## config.mk

```make
export PLATFORM = sky130hd
export DESIGN_NAME = timer_unit
export DESIGN_NICKNAME = d
export VERILOG_FILES = /design/src/rtl/timer_unit.sv
export SDC_FILE = /design/constraint.sdc
export NUM_CORES = 1
export LEC_CHECK = 0
export CELL_PAD_IN_SITES_DETAIL_PLACEMENT = 1
export CELL_PAD_IN_SITES_GLOBAL_PLACEMENT = 1
export CORE_MARGIN = 2
export CORE_UTILIZATION = 25
export DETAILED_ROUTE_END_ITERATION = 8
export HOLD_SLACK_MARGIN = 0.12
export PLACE_DENSITY_LB_ADDON = 0.2
export SETUP_SLACK_MARGIN = 0.5
export SKIP_CTS_REPAIR_TIMING = 1
export SYNTH_ARGS = -nofsm -noshare
export SYNTH_HDL_FRONTEND = slang
export SYNTH_SLANG_ARGS = --single-unit
```

## constraint.sdc

```tcl
create_clock -name clk -period 3.35 [get_ports clk]
set_input_delay 0.67 -clock clk [delete_from_list [all_inputs] [get_ports clk]]
set_output_delay 0.67 -clock clk [all_outputs]
set_load 0.1 [all_outputs]
```

## src/rtl/timer_unit.sv

```systemverilog
// Prescaled up-counter with auto-reload, shadowed PSC/ARR, update-event pulse
// and sticky interrupt flag.
//
// state  | meaning
// -------+--------------------------------------------------------------
// S_IDLE | paused; cnt/pc held, register writes go straight to active
// S_RUN  | counting; register writes land in preload until the next wrap
module timer_unit #(
  parameter int CNT_W = 32,
  parameter int PSC_W = 16
) (
  input  logic             clk,
  input  logic             reset,
  input  logic             timer_en,
  input  logic             psc_we,
  input  logic             arr_we,
  input  logic [31:0]      wdata,
  input  logic             irq_clr,
  output logic [CNT_W-1:0] cnt_q,
  output logic [PSC_W-1:0] psc_q,
  output logic [CNT_W-1:0] arr_q,
  output logic             running,
  output logic             uev,
  output logic             irq
);

  typedef enum logic {S_IDLE, S_RUN} state_t;

  state_t           state_q;
  logic [PSC_W-1:0] pc_q, pc_d;
  logic [PSC_W-1:0] psc_act_q, psc_act_d, psc_pre_d;
  logic [CNT_W-1:0] arr_act_q, arr_act_d, arr_pre_d;
  logic [CNT_W-1:0] cnt_d;
  logic             eval, tick, wrap;
  logic             uev_q, irq_q;

  assign running = (state_q == S_RUN);
  assign uev     = uev_q;
  assign irq     = irq_q;

  always_comb begin
    // The edge that drops timer_en evaluates no tick, so pausing never loses phase.
    eval = (state_q == S_RUN) && timer_en;
    tick = eval && (pc_q >= psc_act_q);
    wrap = tick && (cnt_q >= arr_act_q);

    pc_d = pc_q;
    if (eval) pc_d = tick ? '0 : pc_q + PSC_W'(1);

    cnt_d = cnt_q;
    if (tick) cnt_d = wrap ? '0 : cnt_q + CNT_W'(1);

    psc_pre_d = psc_we ? wdata[PSC_W-1:0] : psc_q;
    arr_pre_d = arr_we ? wdata[CNT_W-1:0] : arr_q;

    // A write coinciding with a wrap reaches active through the preload mux.
    psc_act_d = psc_act_q;
    if (wrap) psc_act_d = psc_pre_d;
    else if ((state_q == S_IDLE) && psc_we) psc_act_d = wdata[PSC_W-1:0];

    arr_act_d = arr_act_q;
    if (wrap) arr_act_d = arr_pre_d;
    else if ((state_q == S_IDLE) && arr_we) arr_act_d = wdata[CNT_W-1:0];
  end

  always_ff @(posedge clk) begin
    if (reset) begin
      state_q   <= S_IDLE;
      pc_q      <= '0;
      cnt_q     <= '0;
      psc_q     <= '0;
      psc_act_q <= '0;
      arr_q     <= '1;
      arr_act_q <= '1;
      uev_q     <= 1'b0;
      irq_q     <= 1'b0;
    end else begin
      case (state_q)
        S_IDLE:  if (timer_en)  state_q <= S_RUN;
        S_RUN:   if (!timer_en) state_q <= S_IDLE;
        default: state_q <= S_IDLE;
      endcase
      pc_q      <= pc_d;
      cnt_q     <= cnt_d;
      psc_q     <= psc_pre_d;
      arr_q     <= arr_pre_d;
      psc_act_q <= psc_act_d;
      arr_act_q <= arr_act_d;
      uev_q     <= wrap;
      if (wrap)         irq_q <= 1'b1;
      else if (irq_clr) irq_q <= 1'b0;
    end
  end

endmodule

```

Word level (Yosys, flattened, before mapping)
Cells that the tools add are included.
- add/sub/neg operators: 2
- magnitude comparators: 2
- muxes and demuxes: 11
- bitwise operators: 1
- reduce and logical (&&, ||, !) cells: 8
- operator list (cell ; number):
    32-bit 2-to-1 mux ; 4
    16-bit 2-to-1 mux ; 4
    32-bit by 1-bit adder with 32-bit output (second input constant) ; 1
    32-bit greater-or-equal comparator ; 1
    16-bit by 1-bit adder with 16-bit output (second input constant) ; 1
    16-bit greater-or-equal comparator ; 1
    2-bit nonzero test ; 3
    1-bit logical AND ; 5
    1-bit 2-to-1 mux ; 3
    1-bit NOT ; 1
- flip-flop bits (word level): 147
- input port bits: 38
- output and inout bits: 83
- word-level logic and storage cells: 33

Longest topological paths before layout
- word-level depth: 4
- mapped depth: 12
- gate-level depth less buffers: 10

Worst setup path before layout
No wires, ideal clock.
- path type: register to register
- start point: reg cnt_q[29]
- end point: reg psc_act_q[9]
- setup time: 103 ps
- arrival time: 3141 ps
- data required time: 3247 ps
- path slack: 106 ps
- cell stages (with the launch flop): 11
- buffers on the path: 1
- clock period less this slack: 3244 ps
- path through: dfxtp_1 > ha_1 > a21o_1 > a21o_1 > a21oi_1 > nand2_1 > or3_4 > o21ai_4 > a21boi_2 > buf_6 > a2111oi_2
- cells in the longest elaborated chain, start to end: 3
- elaborated cells on any way between the ends: 4
- classes of those cells: order compare (1); mux (1); reduce/logical (2)
- ends and longest elaborated chain (element ; RTL line ; source):
    start, declared ; 19 ; output logic [CNT_W-1:0] cnt_q,
    start signal, assigned ; 84 ; cnt_q <= cnt_d;
    32-bit greater-or-equal comparator * ; 45 ; wrap = tick && (cnt_q >= arr_act_q);
    1-bit logical AND * ; 45 ;
    16-bit 2-to-1 mux / 2-bit nonzero test (equally long branches) ; -- ;
    end signal, assigned ; 87 ; psc_act_q <= psc_act_d;
    end, declared ; 31 ; logic [PSC_W-1:0] psc_act_q, psc_act_d, psc_pre_d;
Mark *: on every way between the ends. The rest lies on a longest branch, timed or not.
A chain may end at the register's enable or synchronous reset.

Worst setup path after layout
- start point: reg cnt_q[26]
- end point: reg psc_act_q[0]
Same word-level chain as after synthesis.

==> flow_metrics.tcl <==
set metrics [dict create \
    critPathKind "reg2reg" \
    path_cells "ha_1 > nand4_1 > nor4_4 > buf_4 > o21a_1 > or3_4 > o21ai_4 > a21boi_4 > clkbuf_16 > a2111oi_4" \
    first_iter_violations 244 \
    design_power_total_uw 4550 \
    clock-sinks 147 \
    synth-main-ff-cell "dfxtp_1" \
    numCtsBuffers 17 \
    dp_hpwl_um 16600 \
    r2r_start "cnt_q[26]$_SDFFE_PP0N_" \
    synth_top_area_cell "dfxtp_1" \
    setup_viol 0 \
    critPathMaxStageDelay_ns 0.41 \
    period_needed_ns 2.78 \
    p_per_area_nw_per_um2 470 \
    worstRegToRegCells 10 \
    endpoint_kind "register" \
    synth_edf_count 0 \
    outcome "complete, no violations" \
    cts_tree "built" \
    synth_most_common_cell "dfxtp_1" \
    nFillCells 3362 \
    worst_slew_margin_rel_pct 35.6 \
    core_sq_um 28700 \
    hold_path.class "reg2reg" \
    num_antenna_cells 0 \
    multi_input_area_sq_um 4110 \
    first_pass_iters 4 \
    period_share_pct 82.9 \
    critPathArrivalTime_ns 3.10 \
    grt_pass1_wl_um 36500 \
    crit_required_ns 3.67 \
    maxSlewViolCount 0 \
    rsz0062_at_grt "true" \
    cp_top_family "compound AO/OA/AOI/OAI gates" \
    netlist_top_cells_count "147 x dfxtp_1, 104 x nor2_1, 70 x inv_1, 61 x nand2_1, 50 x ha_1" \
    grt_usage_pct 15.2 \
    htreeDepth 4 \
    clockRootBuffer "clkbuf_16" \
    hold_violations 0 \
    r2r-end "psc_act_q[0]$_SDFFE_PP0P_" \
    final_util_pct 33.7 \
    start_kind "register" \
    antenna_found_initial 0 \
    seq_area_sq_um 2980 \
    worst-path-stages 10 \
    portBuffers 120 \
    synth_area_leaders "dfxtp_1 40%, ha_1 8.6%, nor2_1 5.4%" \
    tns_ns 0 \
    drive_gt1_share_pct 20.2 \
    rrSetupSlack_ns 0.57 \
    clockBufferDepth 2 \
    whs_ns 0.500 \
    yosysUniqueCellTypes 47 \
    drc 0 \
    ir_drop_mv 0.342 \
    clock.fmax_mhz 360 \
    clkTransAtPathRegs_ns 0.06 \
    async_flop_share_pct 0 \
    grt_start_max_net_pins 63 \
    crit_path_start "cnt_q[26]$_SDFFE_PP0N_" \
    dieArea_sq_um 30500 \
    insertion_delay_ns 0.43 \
    globalRouteOverflowTotal 0 \
    worst_clock_skew_ns 0.0139 \
    ys_warn_count 0 \
    syn_inst 838 \
    synth_area_per_cell_sq_um 8.69 \
    nets 1041 \
    syn_nets 926 \
    synth_top_area_share_pct 40.4 \
    power.leakage_uw 0.00417 \
    vias 6223 \
    cp_max_fo 8 \
    ys_ff_latch 147 \
    gp_congestion 0.742 \
    drv_cap 0 \
    drt_wl_total_um 23100 \
    post_drt_via_cell_ratio 4.61 \
    yosysSeqAreaShare_pct 40.4 \
    ios 121 \
    rows 62 \
    avgRoutedWirePerCell_um 17.1 \
    endpoint "psc_act_q[0]$_SDFFE_PP0P_" \
    ant_nets 0 \
    first_global_vias 6298 \
    synthToLayoutAreaGrowth_pct 32.9 \
    initial_core_util_pct 25.4 \
    synth_area_sq_um 7280 \
    slowest_stage "or3_4" \
    cp.buffers_inverters 2 \
    die_y_um 175 \
    tightest_slew_ns 0.963 \
    die-width_um 175 \
]
state kept, by name, summed over array words and instances, names as in the netlist:
signal     cells
arr_act_q     32
arr_q         32
cnt_q         32
irq            1
pc_q          16
psc_act_q     16
psc_q         16
running        1
uev            1
worst reg2reg max path, stage by stage, from the launching register on:
cell,delay (ns)
dfxtp_4,0.38
ha_1,0.32
nand4_1,0.19
nor4_4,0.08
buf_4,0.15
o21a_1,0.10
or3_4,0.41
o21ai_4,0.33
a21boi_4,0.19
clkbuf_16,0.22
a2111oi_4,0.33
cell type report:
cell class                 count  share of cell area, %
multi-input combinational    574                   42.5
sequential                   147                   30.8
timing repair buffer         143                   13.2
tap                          384                   4.96
clock buffer                  20                   4.72
inverter                      70                   2.71
clock inverter                12                   1.11
power by group:
part | switching (uW) | leakage, uW | internal, uW
clock | 797 | 0.000272 | 1060
sequential | 46.4 | 0.00122 | 1840
combinational | 557 | 0.00267 | 250
total | 1400 | 0.00417 | 3150
routing by layer:
metal	wire [um]	track usage, %	up-vias	share of wire (%)
met3	771	2.98	14	3.3
met5	0	0	-	0
met1	11500	20.7	2988	50
met4	222	4.17	0	0.96
li1	-	-	3119	-
met2	10700	24.5	102	46
kinds of logic after synthesis:
family / Yosys count / synth area share [%]
flip-flops: 147 / 40.4
AND/OR/NAND/NOR: 304 / 20.2
buffers and inverters: 117 / 6.49
adder cells (fa/ha/maj): 50 / 8.59
AO/OA/AOI/OAI: 158 / 16.6
XOR/XNOR: 44 / 5.29
multiplexers: 18 / 2.47
cell usage in the layout (no fill, tap or decap), types with 3 or more instances in the layout:
master	instances
clkinvlp_4	3
nand2b_1	5
nand4_1	20
clkbuf_16	19
clkdlybuf4s50_1	36
mux2i_1	18
o21ai_0	37
and3_1	19
dfxtp_2	27
ha_4	5
nand3_1	18
xnor2_1	26
nor2b_1	36
a211oi_1	16
xor2_1	18
clkinv_2	4
nor3_1	21
nor2_1	104
o21a_1	3
a2111oi_4	11
dfxtp_1	119
clkinv_4	3
buf_4	96
and2_1	4
inv_1	70
nand2_1	61
buf_12	6
and4_1	4
a21oi_1	21
a22o_1	15
a211o_1	31
ha_1	45
a21o_1	5
worst min-delay path by stage:
stage | from | end | depth (start not counted)
after floorplan | pc_q[15]$_SDFFE_PP0P_ | pc_q[15]$_SDFFE_PP0P_ | 2
after global placement | cnt_q[0]$_SDFFE_PP0N_ | cnt_q[0]$_SDFFE_PP0N_ | 2
after detailed placement | cnt_q[0]$_SDFFE_PP0N_ | cnt_q[0]$_SDFFE_PP0N_ | 2
after CTS | cnt_q[0]$_SDFFE_PP0N_ | cnt_q[0]$_SDFFE_PP0N_ | 2
after global routing | cnt_q[0]$_SDFFE_PP0N_ | cnt_q[0]$_SDFFE_PP0N_ | 2
final | cnt_q[0]$_SDFFE_PP0N_ | cnt_q[0]$_SDFFE_PP0N_ | 2
stage by stage:
| stage | setup WS, ns | cells | cell area [sq um] |
|---|---|---|---|
| 2_1_floorplan | 0.501 | 838 | 7320 |
| 3_3_place_gp | 0.191 | 1312 | 8770 |
| 3_5_place_dp | 0.177 | 1312 | 8770 |
| 4_1_cts | 0.427 | 1344 | 9330 |
| 5_1_grt | 0.478 | 1350 | 9680 |
| 6_report | 0.573 | 1350 | 9680 |
No activity file was read; power rests on OpenSTA's default activity.
